[config.mk]
export PLATFORM = sky130hd
export DESIGN_NAME = ptw_mem_arbiter
export DESIGN_NICKNAME = d
export VERILOG_FILES = /design/src/rtl/ptw_mem_arbiter_pkg.sv /design/src/rtl/ptw_mem_arbiter_pick.sv /design/src/rtl/ptw_mem_arbiter.sv
export SDC_FILE = /design/constraint.sdc
export NUM_CORES = 1
export LEC_CHECK = 0
export CORE_ASPECT_RATIO = 0.75
export CORE_MARGIN = 4
export CORE_UTILIZATION = 42
export DETAILED_ROUTE_END_ITERATION = 16
export PLACE_DENSITY = 0.88
export SLEW_MARGIN = 15
export SYNTH_ARGS = -nofsm -noshare
export SYNTH_HDL_FRONTEND = slang
export SYNTH_SLANG_ARGS = --single-unit
[constraint.sdc]
create_clock -name clk -period 3.2 [get_ports clk]
set_input_delay 0.32 -clock clk [delete_from_list [all_inputs] [get_ports clk]]
set_output_delay 0.32 -clock clk [all_outputs]
set_load 0.02 [all_outputs]
[src/rtl/ptw_mem_arbiter_pkg.sv]
// ptw_mem_arbiter_pkg: shared CSR constants, walker arbiter FSM encodings and requester IDs.
package ptw_mem_arbiter_pkg;
    localparam logic [11:0] CSR_SATP      = 12'h180;
    localparam int          SATP_MODE_BIT = 31;

    typedef enum logic [1:0] {IDLE, READ, CAPT, RESP} state_e;

    localparam logic REQ_IMEM = 1'b0;
    localparam logic REQ_DMEM = 1'b1;

    // Unsigned window check: below base, past the end, or not word aligned.
    function automatic logic addr_bad(input logic [31:0] addr, input logic [31:0] base,
                                      input logic [31:0] limit);
        return addr < base || (addr - base) >= limit || addr[1:0] != 2'b00;
    endfunction
endpackage

[src/rtl/ptw_mem_arbiter_pick.sv]
// ptw_arb_pick: chooses the walker to grant; on a tie the one not granted last wins.
module ptw_arb_pick
    import ptw_mem_arbiter_pkg::*;
(
    input  logic req_i,
    input  logic req_d,
    input  logic last,
    output logic grant_d,
    output logic valid
);
    always_comb begin
        valid   = req_i | req_d;
        grant_d = (req_i && req_d) ? ~last : (req_d ? REQ_DMEM : REQ_IMEM);
    end
endmodule

[src/rtl/ptw_mem_arbiter.sv]
// ptw_mem_arbiter: shares one synchronous memory port between the IMEM and DMEM page-table walkers.
// Define PTW_ARB_RR_EN for round-robin tie breaking; otherwise IMEM always wins a tie.
module ptw_mem_arbiter
    import ptw_mem_arbiter_pkg::*;
#(
    parameter logic [31:0] RAM_BASE = 32'h8000_0000,
    parameter int          MEMSIZE  = 20000
) (
    input  logic        clk,
    input  logic        rst,
    input  logic        req_i,
    input  logic [31:0] addr_i,
    output logic        resolved_i,
    output logic [31:0] word_i,
    output logic        err_i,
    input  logic        req_d,
    input  logic [31:0] addr_d,
    output logic        resolved_d,
    output logic [31:0] word_d,
    output logic        err_d,
    output logic        mem_rd_en,
    output logic [31:0] mem_index,
    input  logic [31:0] mem_rdata,
    output logic        busy
);
    localparam logic [31:0] LIMIT = 32'(MEMSIZE * 4);

    state_e      state_q, state_d;
    logic        win_q, win_d, bad_q, bad_d;
    logic [31:0] idx_q, idx_d;
    logic [31:0] word_i_q, word_i_d, word_d_q, word_d_d;
    logic        err_i_q, err_i_d, err_d_q, err_d_d;
    logic        last, pick, pick_v, grant, load;
    logic [31:0] req_addr;

    ptw_arb_pick u_pick (
        .req_i   (req_i),
        .req_d   (req_d),
        .last    (last),
        .grant_d (pick),
        .valid   (pick_v)
    );

`ifdef PTW_ARB_RR_EN
    logic last_q, last_d;
    assign last   = last_q;
    assign last_d = grant ? pick : last_q;
    always_ff @(posedge clk or posedge rst)
        if (rst) last_q <= REQ_DMEM;
        else     last_q <= last_d;
`else
    assign last = REQ_DMEM;
`endif

    always_ff @(posedge clk or posedge rst) begin
        if (rst) begin
            state_q  <= IDLE;
            win_q    <= REQ_IMEM;
            bad_q    <= 1'b0;
            idx_q    <= '0;
            word_i_q <= '0;
            word_d_q <= '0;
            err_i_q  <= 1'b0;
            err_d_q  <= 1'b0;
        end else begin
            state_q  <= state_d;
            win_q    <= win_d;
            bad_q    <= bad_d;
            idx_q    <= idx_d;
            word_i_q <= word_i_d;
            word_d_q <= word_d_d;
            err_i_q  <= err_i_d;
            err_d_q  <= err_d_d;
        end
    end

    always_comb begin
        state_d = state_q;
        case (state_q)
            IDLE:    if (pick_v) state_d = addr_bad(req_addr, RAM_BASE, LIMIT) ? CAPT : READ;
            READ:    state_d = CAPT;
            CAPT:    state_d = RESP;
            default: state_d = IDLE;
        endcase
    end

    // Grant-time latches; only the winner's word/err registers move in CAPT.
    always_comb begin
        req_addr = (pick == REQ_DMEM) ? addr_d : addr_i;
        grant    = state_q == IDLE && pick_v;
        load     = state_q == CAPT;
        win_d    = grant ? pick : win_q;
        bad_d    = grant ? addr_bad(req_addr, RAM_BASE, LIMIT) : bad_q;
        idx_d    = grant ? (req_addr - RAM_BASE) >> 2 : idx_q;
        word_i_d = (load && win_q == REQ_IMEM) ? (bad_q ? '0 : mem_rdata) : word_i_q;
        err_i_d  = (load && win_q == REQ_IMEM) ? bad_q : err_i_q;
        word_d_d = (load && win_q == REQ_DMEM) ? (bad_q ? '0 : mem_rdata) : word_d_q;
        err_d_d  = (load && win_q == REQ_DMEM) ? bad_q : err_d_q;
    end

    always_comb begin
        busy       = state_q != IDLE;
        mem_rd_en  = state_q == READ;
        mem_index  = mem_rd_en ? idx_q : '0;
        resolved_i = state_q == RESP && win_q == REQ_IMEM;
        resolved_d = state_q == RESP && win_q == REQ_DMEM;
        word_i     = word_i_q;
        word_d     = word_d_q;
        err_i      = err_i_q;
        err_d      = err_d_q;
    end
endmodule

### Word-level counts from Yosys, hierarchy flattened

Index checks and enable logic that the tools add are counted.

* input port bits: 100
* register bits after elaboration: 100

* bitwise operators: 2
* multiplexer cells: 8
* equal/unequal tests: 4
* reduce and logical (&&, ||, !) cells: 11
* add/sub/neg operators: 1
* order comparisons: 2

Operator list (count)
* $mux 32: 2
* $ge 32x17->1 const B: 1
* $lt 32x32->1 const B: 1
* $sub 32x32->32 const B: 1
* $mux 30: 1
* $logic_and 1x1->1: 6
* $pmux 2 s3: 1
* $eq 2x2->1 const B: 2
* $mux 2: 2
* $reduce_bool 2->1: 2
* $eq 2x1->1 const B: 1
* $logic_not 2->1: 1
* $logic_or 1x1->1: 2
* $mux 1: 2
* $ne 2x2->1 const B: 1
* $not 1->1: 1
* $or 1x1->1: 1

### Depth between registers and ports, before layout

Gate-level depths: netlist (run 1).

* word-level depth: 10
* mapped depth: 7

### Hierarchy

From an unflattened synthesis (run 1), not the netlist that was laid out.

* cell total of the unflattened synthesis: 478
* area, all modules: 4578.1 um^2

By module, submodules not included
* ptw_mem_arbiter: area an instance 4564.4 um^2, cells each 476, times used 1
* ptw_arb_pick: area an instance 13.8 um^2, cells each 2, times used 1

### Least setup slack after synthesis (run 1)

No wires, ideal clock.

* kind: register to register
* start point: reg state_q[0]
* end point: reg bad_q
* setup time: 0.125 ns
* stages on the path, launching flop included: 6
* setup slack: 1.498 ns
* arrival time: 1.577 ns
* clock period less this slack: 1.702 ns
* buffers on the path: 1
* path through: dfrtp_1 -> inv_1 -> ha_1 -> o21ai_1 -> clkbuf_1 -> mux2_2

* cells in the longest elaborated chain, start to end: 2

RTL lines
* from (decl): line ptw_mem_arbiter.sv:28 `state_e state_q, state_d;`
* from (signal assigned): line ptw_mem_arbiter.sv:66 `state_q <= state_d;`
* $logic_not 2->1: line ptw_mem_arbiter.sv:90 `grant = state_q == IDLE && pick_v;`
* $logic_and 1x1->1: line ptw_mem_arbiter.sv:90
* to (signal assigned): line ptw_mem_arbiter.sv:59 `bad_q <= 1'b0;`
* to (signal assigned): line ptw_mem_arbiter.sv:68 `bad_q <= bad_d;`
* to (decl): line ptw_mem_arbiter.sv:29 `logic win_q, win_d, bad_q, bad_d;`

Every way passes these cells.
A chain may end at the register's enable or synchronous reset.

### Worst setup path after layout (run 1)

* start point: reg state_q[1]
* end point: out mem_index[20]

* cells in the longest elaborated chain, start to end: 2

RTL lines
* $eq 2x1->1: line ptw_mem_arbiter.sv:103 `mem_rd_en = state_q == READ;`
* $mux 30: line ptw_mem_arbiter.sv:104 `mem_index = mem_rd_en ? idx_q : '0;`
* to (decl): line ptw_mem_arbiter.sv:22 `output logic [31:0] mem_index,`

Every way passes these cells.

==> run_results.csv, run 1 <==
group,metric,value,unit
place,dp_slack,0.690,ns
yosys,synth_top_cell_area_share,55.2,%
yosys,yosys.cell_types.count,31,
power,pwr-share-clk,28.5,%
route,vias,3971,
route,wirelength,12700,microns
die,start_util,43.6,%
sta,rsz0062_at_grt,"no",
finish,layout-drive-gt1-share,5.18,%
worst_setup_path,crit_path_start,"state_q[1]",
sta,layout_setup_ws,0.648,ns
yosys,synth_edf_count,0,
clock_tree,cts.sinks,100,
clock_tree,cts_tree,"built",
yosys,synth_commonest_cells,"dfrtp_1, nand2_1, o21ai_0",
power,p_switching,1.37,mW
route,ant_nets,0,
yosys,avgSynthCellArea,9.76,sq um
power,total_power,4.11,mW
global_routing,grt_max_degree,60,
worst_setup_path,crit_end,"mem_index[20]",
die,ios,202,
clock_tree,clk_latency,0.34,ns
yosys,synthCells,465,
yosys,synth_seq_cells,100,
yosys,synth_top_area_cell,"dfrtp_1",
yosys,synth-async-reset-ratio,100,%
sta,final_hold_viol_count,0,
sta,worst_pin_slew,0.973,ns
clock_tree,cts.path.max_buffers,2,
sta,drv_slew,0,
clock_tree,cts_resized,0,
global_routing,gr-total-overflow,0,
yosys,synth_most_common_cell,"dfrtp_1",
power,intPower,2.74,mW
power,comb_power_share,32.7,%
clock_tree,cts-buffers-inserted,9,
worst_setup_path,critPathRequiredTime,2.88,ns
finish,antennaDiodeCount,0,
worst_setup_path,rr_worst_depth,5,
yosys,ys.flop_type,"dfrtp_1",
finish,utilization,67.0,%
place,port_buffers,199,
worst_hold_path,worstHoldPathType,"in -> async",
yosys,yosysSeqAreaShare,55.2,%
place,place_congestion,0.812,
power,power.density,589,nW/um^2
die,dieArea,12500,sq um
route,vias_per_cell,5.01,
worst_setup_path,end_kind,"output port",
finish,stdcell_count,792,
worst_setup_path,r2r_start,"state_q[0]",
route,drc,0,
run_status,status,"completed",
worst_setup_path,r2r_end,"word_i[27]",
global_routing,grt_first_pass_wirelength,20700,microns
route,drt-pass1-iter-count,6,
finish,fill_cells,806,
clock_tree,root_buffer,"clkbuf_16",
worst_setup_path,arrival,2.23,ns
die,core_area,10400,sq um
worst_setup_path,ff2ff_setup_slack,1.25,ns
clock_tree,cts_max_level,3,
yosys,synth_warnings,0,
worst_setup_path,path_class,"reg -> out",
place,place_hpwl,9690,microns
yosys,ys_top_cells_by_area,"dfrtp_1, nand2_1, mux2i_1, o21ai_0, nand2b_1",
route,dr.first_iter.drc_count,161,
global_routing,antenna_found_initial,0,
job,cap_violations,0,
power,sw_frac_of_total,33.3,%
clock_tree,postCtsHoldBufs,0,
worst_setup_path,cp_max_fo,27,
sta,max_slew_margin,35.2,%
sta,max_freq,0.392,GHz
sta,fin_crit,2.55,ns
global_routing,grt_usage,20.3,%
sta,tns,0,ns
sta,min_period_over_period,79.8,%
worst_setup_path,critPathLaunchType,"flip-flop",
power,ir_drop,382,uV
power,power_frac_seq,38.8,%
finish,num-nets-final,757,
finish,areaGrowthSynthToFinish,53.8,%
clock_tree,clk_pin_slew,0.07,ns
route,wl_per_cell,16.0,microns
power,power_leakage,2.99,nW
yosys,syn_area,4540,sq um
sta,skew,0.00679,ns
die,rows,32,
place,dp.cells,777,
global_routing,grt_pass1_vias,4133,
die,fp.dieW,128,microns
clock_tree,postCtsSetupRepairBufs,0,
die,die_y,98.0,microns
sta,setup_viol,0,
==> worst max-delay path, cell delays in order, from the launching register on <==
cell and delay [ns]:
dfrtp_1 0.45, inv_1 0.13, ha_1 0.24, buf_4 0.28
and2_1 0.19, clkdlybuf4s50_1 0.61
==> through the flow <==
stage	instance area (sq um)	hold slack, ns
finish	6980	0.478
global route	6980	0.500
CTS	6980	0.483
detailed placement	6650	0.468
global placement	6650	0.460
floorplan	4540	0.410
==> power groups by stage <==
stage               logic (mW)  clock network (mW)  registers (mW)
floorplan                0.820                   0            1.58
global placement          1.32                   0            1.60
detailed placement        1.36                   0            1.62
CTS                       1.36                1.19            1.60
global route              1.50                1.25            1.62
finish                    1.35                1.17            1.60
==> layer usage <==
| layer | global-route usage (%) | up-vias | share of wire (%) |
|---|---|---|---|
| met1 | 26.7 | 1896 | 42 |
| met2 | 33.7 | 129 | 49 |
| met3 | 5.90 | 17 | 7.1 |
| li1 | - | 1929 | - |
| met5 | 0 | - | 0 |
| met4 | 4.40 | 0 | 1.5 |
==> state kept, by name, indices dropped and copies added, names as in the netlist <==
signal,flops
state_q,2
word_d,32
err_d,1
idx_q,30
word_i,32
win_q,1
err_i,1
bad_q,1
==> cell type report <==
class	count	area, sq um	area share, %
sequential	100	2500	35.9
timing repair buffer	207	2060	29.6
multi-input combinational	330	1900	27.2
clock buffer	10	239	3.43
tap	136	170	2.44
clock inverter	5	85.1	1.22
inverter	4	17.5	0.251
==> logic make-up after synthesis <==
kind of cell               count (synthesis)  synth area share (%)
other                                      1                0.0827
AOI/OAI and AO/OA                        101                  11.4
adders and majority gates                  5                  1.38
DFF                                      100                  55.2
muxes                                     37                  8.47
and+or+nand+nor                          185                  20.0
buffers and inverters                     36                  3.50
==> layout by cell type (no fill, tap or decap), types with 4 or more instances in the layout <==
cell type | Yosys | routed
clkdlybuf4s50_1 | 0 | 199
dfrtp_1 | 100 | 100
nand2_1 | 98 | 97
o21ai_0 | 57 | 57
o21ai_1 | 38 | 37
nand2b_1 | 34 | 32
and2_1 | 31 | 31
mux2i_1 | 29 | 29
clkbuf_16 | 0 | 9
buf_4 | 4 | 7
nor4_1 | 6 | 6
mux2_2 | 5 | 5
ha_1 | 5 | 5
nor3_1 | 4 | 4
==> worst min path at each step <==
stage	from	endpoint	cells after the start
global placement	idx_q[7]	idx_q[7]	2
detailed placement	idx_q[8]	idx_q[8]	2
floorplan	req_i	win_q	1
CTS	idx_q[8]	idx_q[8]	2
finish	rst	word_i[6]	2
global route	idx_q[8]	idx_q[8]	2
Power figures use the tool's default switching activity.
==> inputs of run 2 (changes only) <==
==> constraint.sdc (replaced) <==
create_clock -name clk -period 2.4 [get_ports clk]
set_input_delay 0.24 -clock clk [delete_from_list [all_inputs] [get_ports clk]]
set_output_delay 0.24 -clock clk [all_outputs]
set_load 0.02 [all_outputs]
==> run 2 against run 1 <==
Register-to-register slack got worse by 0.79 ns. Clock power rose by 34%. Die area did not move. Core utilization rose by 1.2 points. Combinational power rose by 38%. Via count rose by 1.3%. Setup slack got worse by 0.55 ns. First-iteration DRC count rose by 20%. Non-clock buffer count rose by 5. Clock-buffer cell count did not move. Critical path type unchanged. Largest power group unchanged. Highest routed layer unchanged.
==> run_results.csv, run 2 (synthesis gave the netlist of run 1 again) <==
group,metric,value,unit
run_status,status,"completed",
route,wl_per_cell,16.4,microns
die,core_area,10400,sq um
die,fp.dieW,128,microns
sta,skew,0.00796,ns
worst_setup_path,cp_max_fo,31,
worst_setup_path,critPathLaunchType,"flip-flop",
sta,final_hold_viol_count,0,
place,dp.cells,782,
clock_tree,cts_resized,0,
worst_hold_path,worstHoldPathType,"in -> async",
place,place_hpwl,9790,microns
finish,stdcell_count,798,
place,port_buffers,199,
finish,layout-drive-gt1-share,5.89,%
die,ios,202,
clock_tree,clk_latency,0.34,ns
sta,max_slew_margin,64.5,%
clock_tree,root_buffer,"clkbuf_16",
finish,utilization,68.2,%
global_routing,grt_usage,20.6,%
sta,drv_slew,0,
worst_setup_path,path_class,"reg -> out",
clock_tree,postCtsHoldBufs,0,
finish,antennaDiodeCount,0,
clock_tree,cts_max_level,3,
global_routing,antenna_found_initial,0,
clock_tree,cts-buffers-inserted,9,
finish,areaGrowthSynthToFinish,56.5,%
route,drt-pass1-iter-count,6,
die,rows,32,
power,power.density,782,nW/um^2
finish,final_common_cell,"clkdlybuf4s50_1",
global_routing,grt_pass1_vias,4182,
clock_tree,postCtsSetupRepairBufs,0,
global_routing,grt_first_pass_wirelength,20900,microns
clock_tree,cts.path.max_buffers,2,
power,power_leakage,3.42,nW
route,dr.first_iter.drc_count,193,
global_routing,gr-total-overflow,0,
sta,min_period_over_period,95.8,%
clock_tree,cts_tree,"built",
route,drc,0,
sta,worst_pin_slew,0.528,ns
sta,rsz0062_at_grt,"no",
finish,num-nets-final,762,
die,start_util,43.6,%
job,cap_violations,0,
sta,whs,0.418,ns
route,met3_length,896,microns
global_routing,grt_max_degree,101,
worst_setup_path,critPathRequiredTime,2.16,ns
route,ant_nets,0,
worst_setup_path,end_kind,"output port",
clock_tree,clk_pin_slew,0.07,ns
finish,most-common-layout-cells,"clkdlybuf4s50_1, dfrtp_1, nand2_1",
die,dieArea,12500,sq um
sta,max_freq,0.435,GHz
sta,setup_viol,0,
clock_tree,cts.sinks,100,
worst_setup_path,arrival,2.06,ns
route,wl_met2,6370,microns
route,vias,4023,
route,route.layer.met1.wl,5640,microns
die,die_y,98.0,microns
route,dr.max_layer_used,"met4",
sta,fin_crit,2.30,ns
power,ir_drop,456,uV
route,vias_per_cell,5.04,
sta,tns,0,ns
place,place_congestion,0.906,
route,wirelength,13100,microns
[run 2: cell count changes in the layout (fill, tap and decap cells not counted), sizes merged]
| cell | previous run | this run |
|---|---|---|
| clkinvlp | 1 | 3 |
| clkdlybuf4s50 | 199 | 176 |
| buf | 8 | 13 |
| clkinv | 1 | 0 |
| dlymetal6s2s | 0 | 23 |
[run 2: path summary, 6_finish.rpt]
check,from,end,slack [ns],cells after the start
max reg2reg,state_q[1],state_q[1],0.46,6
min,rst,word_i[4],0.42,3
min in group clk,mem_rdata[5],word_i[5],0.48,3
min reg2reg,idx_q[8],idx_q[8],0.48,2
max in group asynchronous,rst,idx_q[7],1.58,3
max,state_q[1],mem_index[11],0.10,5
[run 2: routing by layer]
layer	vias to the layer above	track usage, %
li1	1930	-
met1	1912	27.9
met2	165	33.7
met3	16	4.70
met4	0	4.98
met5	-	0
[run 2: layout make-up]
| cell class | instances | area, sq um |
|---|---|---|
| well taps | 136 | 170 |
| multi-input cells | 330 | 1900 |
| clock buffers | 10 | 229 |
| clock inverters | 6 | 95.1 |
| repair buffers | 212 | 2190 |
| flip-flops and latches | 100 | 2500 |
| fillers | 781 | 3310 |
| inverters | 4 | 18.8 |
[run 2: stage by stage]
step / setup WS (ns) / power, mW / area (sq um)
5_1_grt: 0.00179 / 5.90 / 7100
3_3_place_gp: 0.258 / 3.96 / 6720
6_report: 0.102 / 5.55 / 7100
3_5_place_dp: 0.125 / 4.03 / 6720
4_1_cts: 0.00858 / 5.62 / 7040
2_1_floorplan: 0.698 / 3.20 / 4540
[run 2: worst max-delay path, cell delays in order (launching register included)]
cell,delay [ns]
dfrtp_1,0.45
inv_1,0.13
ha_1,0.17
buf_6,0.21
and2_1,0.15
clkdlybuf4s50_1,0.61
[run 2: power breakdown]
group	internal (mW)	total (mW)	switching [mW]	leakage, nW
clock network	0.926	1.57	0.646	0.151
logic	0.791	1.86	1.07	1.94
registers	1.96	2.12	0.160	1.33
total	3.68	5.55	1.87	3.42
==> inputs of run 3 (changes only) <==
--- a/config.mk
+++ b/config.mk
@@ -5,10 +5,14 @@
 export SDC_FILE = /design/constraint.sdc
 export NUM_CORES = 1
 export LEC_CHECK = 0
+export ABC_AREA = 0
+export CELL_PAD_IN_SITES_DETAIL_PLACEMENT = 1
+export CELL_PAD_IN_SITES_GLOBAL_PLACEMENT = 2
 export CORE_ASPECT_RATIO = 0.75
 export CORE_MARGIN = 4
-export CORE_UTILIZATION = 42
+export CORE_UTILIZATION = 24
 export DETAILED_ROUTE_END_ITERATION = 16
+export GPL_ROUTABILITY_DRIVEN = 0
 export PLACE_DENSITY = 0.88
 export SLEW_MARGIN = 15
 export SYNTH_ARGS = -nofsm -noshare
==> run 3 against run 2 <==
Combinational power hardly changed. Clock-buffer cell count stayed put. Sequential share of layout area is 0.50 points lower. Clock power is 9% lower. Register-to-register slack worse by 0.03 ns. First-iteration DRC count is 48% lower. Die area is 69% higher. Core utilization is 29 points lower. Final area is 1.4% higher. Largest cell class unchanged. Largest power group unchanged.
==> run_results.csv, run 3 (synthesis gave the netlist of run 1 again) <==
group,metric,value,unit
worst_setup_path,arrival,1.94,ns
finish,layout-drive-gt1-share,5.76,%
place,dp.cells,891,
clock_tree,cts.sinks,100,
route,vias_per_cell,4.45,
run_status,status,"completed",
global_routing,grt_usage,13.7,%
sta,drv_slew,0,
sta,skew,0.0110,ns
finish,stdcell_count,907,
die,dieArea,21200,sq um
clock_tree,clk_pin_slew,0.07,ns
global_routing,grt_max_degree,101,
sta,max_slew_margin,61.5,%
die,fp.dieW,167,microns
place,port_buffers,199,
clock_tree,cts-buffers-inserted,9,
clock_tree,cts_max_level,3,
sta,tns,0,ns
clock_tree,cts_tree,"built",
route,wl_met2,6850,microns
route,dr.max_layer_used,"met4",
sta,rsz0062_at_grt,"no",
route,met3_length,1010,microns
route,dr.first_iter.drc_count,101,
route,drt-pass1-iter-count,4,
route,wirelength,14600,microns
die,core_area,18500,sq um
worst_setup_path,crit_buf_inv,3,
power,power_leakage,3.49,nW
sta,whs,0.402,ns
worst_setup_path,critPathLaunchType,"flip-flop",
route,route.layer.met1.wl,6550,microns
worst_hold_path,worstHoldPathType,"in -> async",
global_routing,gr-total-overflow,0,
route,wl_per_cell,16.1,microns
worst_setup_path,end_kind,"output port",
route,drc,0,
finish,areaGrowthSynthToFinish,58.8,%
sta,worst_pin_slew,0.573,ns
worst_setup_path,critPathRequiredTime,2.16,ns
sta,min_period_over_period,91.0,%
sta,setup_viol,0,
finish,most-common-layout-cells,"clkdlybuf4s50_1, dfrtp_1, nand2_1",
die,die_y,127,microns
sta,max_freq,0.458,GHz
route,vias,4039,
clock_tree,root_buffer,"clkbuf_16",
worst_setup_path,crit_slowest_cell,"clkdlybuf4s50_1",
finish,final_area,7200,sq um
die,rows,43,
global_routing,antenna_found_initial,0,
clock_tree,cts.path.max_buffers,2,
worst_setup_path,critPathMaxStageDelay,0.63,ns
global_routing,grt_first_pass_wirelength,23700,microns
route,ant_nets,0,
sta,final_hold_viol_count,0,
finish,antennaDiodeCount,0,
worst_setup_path,crit_family,"buffers and inverters",
worst_setup_path,cp_max_fo,31,
power,power.density,754,nW/um^2
clock_tree,postCtsHoldBufs,0,
sta,fin_crit,2.18,ns
clock_tree,clk_latency,0.35,ns
finish,num-nets-final,760,
global_routing,grt_pass1_vias,4474,
place,placed_area,6840,sq um
worst_setup_path,ff2ff_setup_slack,0.43,ns
die,start_util,24.5,%
power,ir_drop,302,uV
job,cap_violations,0,
worst_setup_path,crit_chain,"inv_1 > ha_1 > buf_8 > clkdlybuf4s50_1",
worst_setup_path,path_class,"reg -> out",
die,ios,202,
finish,final_common_cell,"clkdlybuf4s50_1",
place,place_hpwl,11000,microns
==> run 3: cell types whose count changed in the layout (fill, tap and decap cells not counted), sizes merged <==
cell	change
clkinv	+2
bufinv	-2
inv	+1
buf	-2
dlygate4sd2	+3
clkinvlp	-1
dlymetal6s2s	+4
clkdlybuf4s50	-7
==> run 3: power by group <==
| part | internal [mW] | total [mW] | switching (mW) |
|---|---|---|---|
| clock | 0.751 | 1.43 | 0.679 |
| sequential | 1.96 | 2.12 | 0.158 |
| combinational | 0.777 | 1.88 | 1.10 |
==> run 3: tightest hold or removal path: stages <==
cell and delay (ns):
clkdlybuf4s50_1 0.45, clkinvlp_4 0.10, buf_12 0.41
==> run 3: routing by layer <==
| metal | vias up | global-route usage, % |
|---|---|---|
| met2 | 128 | 22.5 |
| li1 | 1935 | - |
| met3 | 16 | 4.95 |
| met4 | 0 | 3.42 |
| met5 | - | 0 |
| met1 | 1960 | 17.4 |
==> run 3: worst paths after layout <==
path / start / endpoint / depth (start not counted)
max: state_q[1] / mem_rd_en / 4
min: rst / idx_q[25] / 3
max reg2reg: state_q[1] / state_q[1] / 6
min reg2reg: word_d[2] / word_d[2] / 2
max in group asynchronous: rst / idx_q[4] / 3
min in group clk: mem_rdata[3] / word_i[3] / 3
==> run 3: final cells by class <==
type                    count  area, sq um
clock buffers              10          239
clock inverters             6         53.8
fillers                  2084        11300
inverters                   4         18.8
multi-input cells         330         1900
flip-flops and latches    100         2500
well taps                 247          309
repair buffers            210         2180
==> run 3: metrics by stage <==
stage,setup WS [ns],utilization [%],power (mW)
4_1_cts,0.00185,38.5,5.56
6_report,0.215,38.9,5.43
3_5_place_dp,0.128,37.0,4.10
5_1_grt,0.102,38.9,5.82
3_3_place_gp,0.199,37.0,4.02
2_1_floorplan,0.698,-,3.20
==> run 3: what timing repair did <==
item | CTS | global route
setup buffers | 0 | 0
gates resized for setup | 4 | 28
endpoints found under the setup margin | 30 | 27
